## src/rtl/noc_host_arbiter.sv

```systemverilog
// Round-robin arbiter funnelling NUM_REQ host requesters into one router injection port.
// Define NOC_ARB_STATS_EN to add a saturating 16-bit injection counter output (inj_count).
module noc_host_arbiter #(
    parameter int PACKET_SIZE = 8,
    parameter int NUM_REQ     = 4,
    parameter int REQ_BITS    = 2,
    parameter int INJ_GAP     = 1
) (
    input  logic                           clk,
    input  logic                           rst,
    input  logic [NUM_REQ-1:0]             req_valid,
    input  logic [PACKET_SIZE*NUM_REQ-1:0] req_data,
    output logic [NUM_REQ-1:0]             req_ready,
    input  logic                           host_full,
    output logic [PACKET_SIZE-1:0]         host_data,
    output logic                           host_en,
`ifdef NOC_ARB_STATS_EN
    output logic [15:0]                    inj_count,
`endif
    output logic [REQ_BITS-1:0]            grant_id
);

    typedef enum logic {IDLE, GAP} state_t;

    state_t                  state_q, state_d;
    logic [REQ_BITS-1:0]     rr_ptr_q, rr_ptr_d;
    logic [3:0]              gap_cnt_q, gap_cnt_d;
    logic                    host_en_q, host_en_d;
    logic [PACKET_SIZE-1:0]  host_data_q, host_data_d;
    logic [REQ_BITS-1:0]     grant_id_q, grant_id_d;

    logic                    found;
    logic [REQ_BITS-1:0]     grant_idx;

    // Search upward from rr_ptr, wrapping, for the first pending requester.
    always_comb begin
        found     = 1'b0;
        grant_idx = '0;
        req_ready = '0;
        if (state_q == IDLE && !host_full) begin
            for (int off = 0; off < NUM_REQ; off++) begin
                if (!found && req_valid[(int'(rr_ptr_q) + off) % NUM_REQ]) begin
                    found     = 1'b1;
                    grant_idx = REQ_BITS'((int'(rr_ptr_q) + off) % NUM_REQ);
                end
            end
            if (found) begin
                req_ready = NUM_REQ'(1) << grant_idx;
            end
        end
    end

    always_comb begin
        state_d     = state_q;
        rr_ptr_d    = rr_ptr_q;
        gap_cnt_d   = gap_cnt_q;
        host_en_d   = 1'b0;
        host_data_d = host_data_q;
        grant_id_d  = grant_id_q;
        case (state_q)
            IDLE: begin
                if (found) begin
                    host_en_d   = 1'b1;
                    host_data_d = req_data[int'(grant_idx)*PACKET_SIZE +: PACKET_SIZE];
                    grant_id_d  = grant_idx;
                    rr_ptr_d    = (grant_idx == REQ_BITS'(NUM_REQ-1)) ? '0 : grant_idx + 1'b1;
                    if (INJ_GAP > 0) begin
                        state_d   = GAP;
                        gap_cnt_d = 4'(INJ_GAP);
                    end
                end
            end
            GAP: begin
                // Host backpressure is deliberately ignored here; the gap runs on schedule.
                if (gap_cnt_q <= 4'd1) begin
                    state_d   = IDLE;
                    gap_cnt_d = 4'd0;
                end else begin
                    gap_cnt_d = gap_cnt_q - 4'd1;
                end
            end
            default: state_d = IDLE;
        endcase
    end

    always_ff @(posedge clk or posedge rst) begin
        if (rst) begin
            state_q     <= IDLE;
            rr_ptr_q    <= '0;
            gap_cnt_q   <= 4'd0;
            host_en_q   <= 1'b0;
            host_data_q <= '0;
            grant_id_q  <= '0;
        end else begin
            state_q     <= state_d;
            rr_ptr_q    <= rr_ptr_d;
            gap_cnt_q   <= gap_cnt_d;
            host_en_q   <= host_en_d;
            host_data_q <= host_data_d;
            grant_id_q  <= grant_id_d;
        end
    end

    assign host_en   = host_en_q;
    assign host_data = host_data_q;
    assign grant_id  = grant_id_q;

`ifdef NOC_ARB_STATS_EN
    logic [15:0] inj_count_q, inj_count_d;

    always_comb begin
        inj_count_d = inj_count_q;
        if (host_en_q && inj_count_q != 16'hFFFF) begin
            inj_count_d = inj_count_q + 16'd1;
        end
    end

    always_ff @(posedge clk or posedge rst) begin
        if (rst) begin
            inj_count_q <= 16'd0;
        end else begin
            inj_count_q <= inj_count_d;
        end
    end

    assign inj_count = inj_count_q;
`endif

endmodule

```

## config.mk

```make
export PLATFORM = sky130hd
export DESIGN_NAME = noc_host_arbiter
export DESIGN_NICKNAME = d
export VERILOG_FILES = /design/src/rtl/noc_host_arbiter.sv
export SDC_FILE = /design/constraint.sdc
export NUM_CORES = 1
export LEC_CHECK = 0
export CORE_UTILIZATION = 41
export DETAILED_ROUTE_END_ITERATION = 10
export GPL_TIMING_DRIVEN = 0
export HOLD_SLACK_MARGIN = 0.08
export PLACE_DENSITY_LB_ADDON = 0.3
export SYNTH_ARGS = -nofsm -noshare
export SYNTH_HDL_FRONTEND = slang
export SYNTH_SLANG_ARGS = --single-unit
export TNS_END_PERCENT = 5
```

## constraint.sdc

```tcl
create_clock -name clk -period 2.2 [get_ports clk]
set_input_delay 0.44 -clock clk [delete_from_list [all_inputs] [get_ports clk]]
set_output_delay 0.44 -clock clk [all_outputs]
set_load 0.1 [all_outputs]
```

==> run_results.csv <==
group,metric,value,unit
route,wl,3.75,mm
clock_tree,clock-sinks,18,
yosys,synth_area_leader_cell,"dfrtp_1",
clock_tree,cts-root-buf,"clkbuf_4",
route,wl_per_cell,16.5,microns
route,vias,1247,
worst_setup_path,crit_start,"rr_ptr_q[0]$_DFFE_PP0P_",
die,die_h,55.2,microns
worst_setup_path,crit_arrival,1.81,ns
clock_tree,cts_hold_buf,0,
timing,relSlewSlack,0.355,
clock_tree,tritoncts,"done",
yosys,synth_edf_count,0,
global_route,grtUsageTotal,0.233,
power,leakagePower,0.914,nW
timing,fin_crit_sh,1.02,
worst_setup_path,r2r_cells,8,
clock_tree,clock_latency,0.31,ns
timing,fin_crit,2.25,ns
yosys,syn_area_per_cell,9.35,sq um
timing,slew_violations,0,
min_path,hold_class,"reg -> reg",
timing,rsz0062_at_grt,"true",
timing,worst_slack,-0.0498,ns
global_route,antenna_found_initial,0,
route,drcViolationCount,0,
timing,fmax,444,MHz
yosys,synthCells,124,
yosys,yosysSeqAreaShare,0.388,
timing,hold_viol,0,
finish,nNetsFinal,239,
power,p_total,2.88,mW
placement,dp_hpwl,2.35,mm
timing,tightest_slew,0.972,ns
global_route,grt_pass1_vias,1176,
placement,preCtsSetupSlack,-1.55,ns
clock_tree,clk_pin_slew,0.12,ns
global_route,grt-ovfl-total,0,
worst_setup_path,worst_r2r_endpoint,"host_data[6]$_DFFE_PP0P_",
route,routed_via_density,5.49,
timing,holdWs,0.512,ns
worst_setup_path,startpoint_type,"flop",
timing,finalSetupViolCount,2,
die,die_w,55.2,microns
power,power_density,1440,mW/mm^2
finish,antenna_cells,0,
worst_setup_path,worstSetupPathType,"reg -> out",
yosys,synth.most_common_cell,"dfrtp_1",
clock_tree,h-tree-depth,1,
yosys,synth-main-ff-cell,"dfrtp_1",
route,drt_iter0_markers,20,
die,die_area,0.00305,sq mm
yosys,async_flop_share,1.00,
die,coreArea,0.00257,sq mm
route,postRouteAntennaNets,0,
yosys,ys_top_cells_by_count,"18 x dfrtp_1, 14 x nor2_1, 12 x inv_1",
yosys,synth_area_leaders,"dfrtp_1 39%, mux2i_1 7.8%, a211oi_2 7.6%, a211oi_1 4.5%, nor2_1 4.5%",
clock_tree,cts.path.max_buffers,2,
worst_setup_path,endpoint,"req_ready[3]",
finish,area_growth,72.6,%
finish,fill_cells,180,
status,status,"finished with violations",
die,boundaryPins,54,
timing,fin_worst_skew,0.00967,ns
placement,numPortBuffers,53,
yosys,syn_nets,165,
yosys,yosysTopAreaCellShare,0.388,
route,first_pass_iters,4,
yosys,synth.cell_area,0.00116,sq mm
run,drv_cap,0,
status,violations,"setup timing",
finish,drive_gt1_frac,0.305,
worst_setup_path,crit_fanout,3,
clock_tree,numCtsBuffers,3,
worst_setup_path,cp.required,1.76,ns
placement,place.gp.congestion,0.805,
worst_setup_path,end_kind,"primary output",
worst_setup_path,r2r_slack,0.36,ns
worst_setup_path,reg2reg_from,"rr_ptr_q[0]$_DFFE_PP0P_",
global_route,grt_max_degree,19,
yosys,ys_ff_latch,18,
yosys,yosysWarnings,0,
global_route,grt_pass1_wl,5.02,mm
die,start_util,0.452,
die,rows,18,
power,peakVddDrop,0.00123,V
yosys,synth.distinct_cells,32,
[kinds of logic after synthesis]
kind of cell | after synthesis | share of synthesized area
AND/OR/NAND/NOR | 39 | 0.164
AO/OA/AOI/OAI | 38 | 0.266
buffers and inverters | 18 | 0.0820
flip-flops | 18 | 0.388
multiplexers | 9 | 0.0777
adder cells (fa/ha/maj) | 2 | 0.0216
[metrics by stage]
stage                     cell area (sq um)  cells  setup TNS [ns]  utilization
after global placement                 1750    207           -6.68        0.680
final                                  2000    227         -0.0827        0.780
after global routing                   2000    227          -0.302        0.780
after detailed placement               1750    207           -7.52        0.680
after floorplan                        1180    124          -0.455            -
after CTS                              1890    217          -0.203        0.737
[cell type report]
type	instances	area, sq um	area share
multi-input combinational	88	719	0.359
buffer	4	36.3	0.0181
sequential	18	453	0.226
tap	30	37.5	0.0188
timing repair buffer	71	674	0.337
inverter	12	45.0	0.0225
clock buffer	4	36.3	0.0181
[flip-flops by register name (all words and copies together), names as in the netlist]
register   cells
state_q        1
grant_id       2
host_data      8
host_en        1
rr_ptr_q       2
gap_cnt_q      4
[cells in the final DEF (no fill, tap or decap), drive strengths merged]
cell / n
inv: 12
nor2b: 4
mux2i: 9
a21o: 3
dfrtp: 18
o21a: 2
buf: 24
a211oi: 14
clkbuf: 10
nand2: 9
nor3: 1
ha: 2
and2: 1
nand3: 1
o311ai: 1
clkdlybuf4s50: 33
o31ai: 2
nand2b: 4
and3: 1
a21oi: 3
nor4: 1
or4: 1
nor2: 15
nand4: 1
o21ai: 4
o221ai: 1
dlygate4sd2: 12
a31oi: 7
a211o: 1
[metal layers]
metal	track usage	vias up	share of wire	wire, microns
li1	-	588	-	-
met1	0.256	601	0.39	1460
met2	0.452	51	0.53	1970
met3	0.0355	7	0.069	257
met4	0.0708	0	0.014	54
met5	0	-	0	0
[power by group]
group          internal [mW]  total, mW  switching (mW)  leakage, nW
Combinational          0.666       2.07            1.41        0.681
Sequential             0.477      0.590           0.113        0.212
Clock                  0.101      0.215           0.114       0.0210
[critical path: stages, from the launching register on]
cell and delay (ns):
dfrtp_1 0.40, buf_4 0.16, nor2b_4 0.05, o21ai_4 0.15, nand4_1 0.29, nor2_2 0.25
buf_12 0.19
[worst min path at each step]
stage	start	end	slack (ns)	cells after the start
6_report	grant_id[1]$_DFFE_PP0P_	grant_id[1]$_DFFE_PP0P_	0.51	2
5_1_grt	grant_id[1]$_DFFE_PP0P_	grant_id[1]$_DFFE_PP0P_	0.54	2
4_1_cts	grant_id[1]$_DFFE_PP0P_	grant_id[1]$_DFFE_PP0P_	0.52	2
3_5_place_dp	host_data[6]$_DFFE_PP0P_	host_data[6]$_DFFE_PP0P_	0.49	2
3_3_place_gp	grant_id[0]$_DFFE_PP0P_	grant_id[0]$_DFFE_PP0P_	0.46	2
2_1_floorplan	rst	gap_cnt_q[0]$_DFFE_PP0P_	0.38	1
[repair_timing]
action	4_1_cts	5_1_grt
setup endpoints to repair	15	4
gates resized for setup	65	20
setup buffers	8	10
pin swaps	4	10
(Power assumes the default switching activity.)
